==> config.mk <==
export PLATFORM = sky130hd
export DESIGN_NAME = exers
export DESIGN_NICKNAME = d
export VERILOG_FILES = /design/src/rtl/exers.sv
export SDC_FILE = /design/constraint.sdc
export NUM_CORES = 2
export LEC_CHECK = 0
export ABC_AREA = 0
export CORE_MARGIN = 2
export CORE_UTILIZATION = 55
export CTS_CLUSTER_DIAMETER = 120
export DETAILED_ROUTE_END_ITERATION = 16
export GPL_ROUTABILITY_DRIVEN = 0
export PLACE_DENSITY = 0.77
export SYNTH_ARGS = -nofsm -noshare
export SYNTH_HDL_FRONTEND = slang
export SYNTH_SLANG_ARGS = --single-unit
export TNS_END_PERCENT = 1
==> constraint.sdc <==
create_clock -name clk -period 2.65 [get_ports clk]
set_input_delay 0.6625 -clock clk [delete_from_list [all_inputs] [get_ports clk]]
set_output_delay 0.6625 -clock clk [all_outputs]
set_load 0.05 [all_outputs]
==> src/rtl/exers.sv <==
// exers: ALU/branch reservation station with tag wakeup from the writeback bus
// and an age matrix so the oldest fully-ready entry issues into a registered slot.
module exers #(
    parameter int DEPTH = 8,
    parameter int TAGW  = 7
) (
    input  logic        clk,
    input  logic        rst,
    input  logic        rename_exers_write,
    input  logic [4:0]  rename_op,
    input  logic [6:0]  rename_robid,
    input  logic [5:0]  rename_rd,
    input  logic        rename_op1ready,
    input  logic [31:0] rename_op1,
    input  logic        rename_op2ready,
    input  logic [31:0] rename_op2,
    input  logic [31:0] rename_imm,
    output logic        exers_stall,
    input  logic        wb_valid,
    input  logic [6:0]  wb_robid,
    input  logic [31:0] wb_result,
    input  logic        rob_flush,
    input  logic        alu_stall,
    output logic        exers_issue_valid,
    output logic [4:0]  exers_issue_op,
    output logic [6:0]  exers_issue_robid,
    output logic [5:0]  exers_issue_rd,
    output logic [31:0] exers_issue_op1,
    output logic [31:0] exers_issue_op2,
    output logic [31:0] exers_issue_imm
);
    localparam int IW = (DEPTH > 1) ? $clog2(DEPTH) : 1;

    logic [DEPTH-1:0] valid_q, valid_d, rdy1_q, rdy2_q, wake1, wake2, cand, sel;
    logic [DEPTH-1:0] age_q [DEPTH];
    logic [4:0]       op_q [DEPTH];
    logic [6:0]       robid_q [DEPTH];
    logic [5:0]       rd_q [DEPTH];
    logic [31:0]      imm_q [DEPTH];
    logic [31:0]      val1_q [DEPTH];
    logic [31:0]      val2_q [DEPTH];
    logic [IW-1:0]    free_idx, sel_idx;
    logic             wr, load, any_cand, in1_wake, in2_wake;

    assign exers_stall = &valid_q;
    assign wr          = rename_exers_write & ~exers_stall & ~rob_flush;
    assign load        = ~exers_issue_valid | ~alu_stall;
    assign cand        = valid_q & rdy1_q & rdy2_q;
    assign any_cand    = |cand;
    assign in1_wake    = wb_valid & ~rename_op1ready & (rename_op1[TAGW-1:0] == wb_robid[TAGW-1:0]);
    assign in2_wake    = wb_valid & ~rename_op2ready & (rename_op2[TAGW-1:0] == wb_robid[TAGW-1:0]);

    // age_q[j][i] set means entry j is older than entry i
    always_comb begin
        free_idx = '0;
        sel_idx  = '0;
        sel      = '0;
        wake1    = '0;
        wake2    = '0;
        for (int i = DEPTH - 1; i >= 0; i--)
            if (!valid_q[i]) free_idx = IW'(i);
        for (int i = 0; i < DEPTH; i++) begin
            wake1[i] = valid_q[i] & ~rdy1_q[i] & wb_valid & (val1_q[i][TAGW-1:0] == wb_robid[TAGW-1:0]);
            wake2[i] = valid_q[i] & ~rdy2_q[i] & wb_valid & (val2_q[i][TAGW-1:0] == wb_robid[TAGW-1:0]);
            sel[i]   = cand[i];
            for (int j = 0; j < DEPTH; j++)
                if (j != i && cand[j] && age_q[j][i]) sel[i] = 1'b0;
        end
        for (int i = 0; i < DEPTH; i++)
            if (sel[i]) sel_idx = IW'(i);
        valid_d = valid_q;
        if (load && any_cand) valid_d[sel_idx] = 1'b0;
        if (wr) valid_d[free_idx] = 1'b1;
        if (rob_flush) valid_d = '0;
    end

    always_ff @(posedge clk or negedge rst) begin
        if (!rst) begin
            valid_q <= '0;
            rdy1_q  <= '0;
            rdy2_q  <= '0;
            for (int i = 0; i < DEPTH; i++) begin
                age_q[i]   <= '0;
                op_q[i]    <= '0;
                robid_q[i] <= '0;
                rd_q[i]    <= '0;
                imm_q[i]   <= '0;
                val1_q[i]  <= '0;
                val2_q[i]  <= '0;
            end
        end else begin
            valid_q <= valid_d;
            for (int i = 0; i < DEPTH; i++) begin
                if (wake1[i]) begin
                    val1_q[i] <= wb_result;
                    rdy1_q[i] <= 1'b1;
                end
                if (wake2[i]) begin
                    val2_q[i] <= wb_result;
                    rdy2_q[i] <= 1'b1;
                end
                if (wr) age_q[i][free_idx] <= valid_q[i];
                if (wr && free_idx == IW'(i)) begin
                    age_q[i]   <= '0;
                    op_q[i]    <= rename_op;
                    robid_q[i] <= rename_robid;
                    rd_q[i]    <= rename_rd;
                    imm_q[i]   <= rename_imm;
                    rdy1_q[i]  <= rename_op1ready | in1_wake;
                    val1_q[i]  <= in1_wake ? wb_result : rename_op1;
                    rdy2_q[i]  <= rename_op2ready | in2_wake;
                    val2_q[i]  <= in2_wake ? wb_result : rename_op2;
                end
            end
        end
    end

    always_ff @(posedge clk or negedge rst) begin
        if (!rst) begin
            exers_issue_valid <= 1'b0;
            exers_issue_op    <= '0;
            exers_issue_robid <= '0;
            exers_issue_rd    <= '0;
            exers_issue_op1   <= '0;
            exers_issue_op2   <= '0;
            exers_issue_imm   <= '0;
        end else if (rob_flush) begin
            exers_issue_valid <= 1'b0;
        end else if (load) begin
            exers_issue_valid <= any_cand;
            if (any_cand) begin
                exers_issue_op    <= op_q[sel_idx];
                exers_issue_robid <= robid_q[sel_idx];
                exers_issue_rd    <= rd_q[sel_idx];
                exers_issue_op1   <= val1_q[sel_idx];
                exers_issue_op2   <= val2_q[sel_idx];
                exers_issue_imm   <= imm_q[sel_idx];
            end
        end
    end
endmodule
==> run_results.csv <==
group,metric,value,unit
cells_and_area,final_area,67500,um2
critical_path,cp-end-kind,"flop",
clock_network,cts_root_buffer,"clkbuf_16",
yosys,ys_seq_area_frac,0.512,
die,core_area,96700,um2
timing,min_period_over_period,1.15,
yosys,synth_area_per_cell,8.54,um2
timing,final.min_clock_period,3.06,ns
timing,setup_slack,-0.408,ns
timing,skew,0.0343,ns
critical_path,max_stage_delay,0.51,ns
critical_path,crit_type,"flop to flop",
cells_and_area,layout.nets,6765,
critical_path,crit_chain,"and3_4 -> a22o_1 -> a2111o_1 -> a21oi_4 -> buf_4 -> buf_6 -> nand2_8 -> buf_16 -> buf_4 -> mux2i_2 -> a2111o_1 -> nand3_1",
critical_path,cp.arrival,3.71,ns
timing,final_hold_viol_count,0,
cells_and_area,synthToLayoutAreaGrowth,25.7,%
placement,io_buffers,276,
critical_path,cp.required,3.30,ns
critical_path,slowest_stage,"a2111o_1",
global_route,grt_usage,0.396,
power,power_density,658,nW/um2
die,row_count,114,
routing,drt_iter0_drc,7992,
global_route,grt_overflow,0,
global_route,grt_pass1_wl,307000,um
timing,final_max_slew_viol_count,0,
critical_path,worstPathMaxFanout,7,
critical_path,worst_setup_path_start_kind,"flop",
cells_and_area,utilization,0.698,
placement,placed_cell_area,62000,um2
die,ios,277,
clock_network,clk_pin_slew,0.06,ns
yosys,synthAdderAreaFrac,0,
yosys,synth-simple-area-share,0.230,
yosys,yosys_warnings,0,
power,ir_drop,0.583,mV
clock_network,clock_latency,0.74,ns
clock_network,cts_buffers,116,
clock_network,h-tree-depth,3,
yosys,synth-xor-area-share,0.0205,
power,power_leakage,31.9,nW
global_route,grt_max_degree,133,
yosys,synth-compound-area-share,0.154,
yosys,synthDistinctLibCells,57,
critical_path,worstRegToRegCells,12,
cells_and_area,fin_cells,7984,
clock_network,cts_sinks,1100,
die,dieArea,100000,um2
timing,rsz0062_at_grt,"true",
routing,wirelength,204000,um
worst_hold_path,holdCritPathClass,"primary input to asynchronous set/reset pin",
routing,vias,53200,
yosys,synthCells,6288,
routing,ant_nets,0,
timing,hold_slack,0.468,ns
yosys,syn-cell-area,53700,um2
timing,fmax,327,MHz
yosys,ys_ff_latch,1100,
routing,routed_via_density,6.66,
die,die_h,317,um
clock_network,clk_path_buf_depth,3,
die,start_util,0.555,
clock_network,cts_tree,"built",
timing,setup_viol,251,
yosys,syn_nets,6449,
placement,dp_hpwl,130000,um
yosys,synthFlopType,"dfrtp_1",
placement,dp_cells,7738,
status,violations,"setup timing",
routing,drcViolationCount,0,
timing,relSlewSlack,0.447,
yosys,synth_mux_area_frac,0.0303,
run,maxCapViolCount,0,
yosys,synth_enable_flop_cells,0,
yosys,async_flop_share,1.00,
yosys,synth_top_family_by_area,"simple AND/OR/NAND/NOR gates",
timing,tightestPinTransition,0.827,ns
global_route,antenna_found_initial,9,
status,status,"finished, violations left",
timing,tns,-46.86,ns
global_route,grt_pass1_vias,52500,
routing,firstDrtPassIters,10,
cells_and_area,drive_above_1_share,0.154,
die,die_w,317,um
routing,wire_per_inst,25.5,um
## repair_timing
action,CTS,global route
hold endpoints to repair,19,0
pin swaps,13,69
resized for setup,89,195
endpoints found under the setup margin,474,712
cloned,0,6
hold buffers,1,0
buffers inserted,4,18
## flip-flops by register name (all words and copies together), names as in the netlist, 40 cells and up
register	cells
imm_q	256
op_q	40
rd_q	48
val1_q	256
robid_q	56
age_q	49
val2_q	256
## synthesized netlist by cell type, types with 52 or more instances
library cell  count  area share
a211oi_1        164       0.023
nand3_1         273       0.025
o22ai_1         512       0.060
o31ai_1          54      0.0075
and3_1          198       0.023
nor2_1          966       0.068
buf_2            74      0.0069
xnor2_1          94       0.015
a21oi_1         306       0.029
clkbuf_1        518       0.036
a2111o_1         52       0.011
dfrtp_1        1100        0.51
nand2b_1         58      0.0068
nand2_1        1372       0.096
## kinds of logic after synthesis
group / count (synthesis)
xor gates and xnor gates: 126
DFF: 1100
and+or+nand+nor: 2964
buffers and inverters: 699
muxes: 150
AOI/OAI and AO/OA: 1249
## final timing paths
path                                  startpoint                         endpoint  slack [ns]
min                                          rst           imm_q[169]$_DFFE_PN0P_        0.47
min in group clk           imm_q[90]$_DFFE_PN0P_            imm_q[90]$_DFFE_PN0P_        0.47
max reg2reg                 valid_q[2]$_DFF_PN0_  exers_issue_op1[23]$_DFFE_PN0P_       -0.41
min reg2reg                imm_q[90]$_DFFE_PN0P_            imm_q[90]$_DFFE_PN0P_        0.47
max in group asynchronous                    rst          val2_q[241]$_DFFE_PN0P_        1.07
max                         valid_q[2]$_DFF_PN0_  exers_issue_op1[23]$_DFFE_PN0P_       -0.41
## layer usage
metal  part of all wire  track usage  up-vias  wire (um)
li1                   -            -    22200          -
met1               0.35        0.503    25700      72000
met2               0.44        0.592     4289      89300
met3               0.14        0.123     1040      28300
met4              0.069        0.248       10      14200
met5            0.00043            0        -         88
## where the power goes
part | total [mW] | leakage [nW] | switching [mW] | internal, mW
clock network | 17.2 | 1.97 | 7.10 | 10.1
registers | 19.7 | 14.1 | 1.19 | 18.5
logic | 7.58 | 15.8 | 4.79 | 2.79
## worst max-delay path: cells and delay by family (launching register included)
family                 cells  cell delay, ns
flip-flops                 1            0.41
AO/OA/AOI/OAI              4            1.38
AND/OR/NAND/NOR            3            0.36
buffers and inverters      4            0.65
multiplexers               1            0.16
## cell type report
cell class / instances / area, um2
clock inverters: 49 / 634
inverters: 48 / 180
fillers: 6938 / 29200
repair buffers: 849 / 9600
well taps: 1276 / 1600
diodes: 4 / 10.0
multi-input cells: 4489 / 24600
flip-flops and latches: 1100 / 27500
clock buffers: 169 / 3370
## per-stage QoR
| step | worst slack [ns] | total power, mW |
|---|---|---|
| after floorplan | -0.115 | 23.8 |
| after global placement | -1.10 | 26.9 |
| after detailed placement | -1.09 | 27.2 |
| after CTS | -0.305 | 44.1 |
| after global routing | -0.442 | 45.7 |
| final | -0.408 | 44.4 |
## cell usage in the layout (no fill, tap or decap), drive strengths merged, types with 32 or more instances in the layout
cell,count
nor2,966
xor2,32
a211oi,164
mux2i,50
nand2b,58
inv,53
buf,568
mux2,100
a21oi,307
clkdlybuf4s50,237
o32a,50
dfrtp,1100
a31oi,34
o22ai,512
xnor2,94
nand3,273
a2111o,52
o31ai,54
nand4,37
clkbuf,175
and3,198
nand2,1372
(Power assumes the default switching activity.)
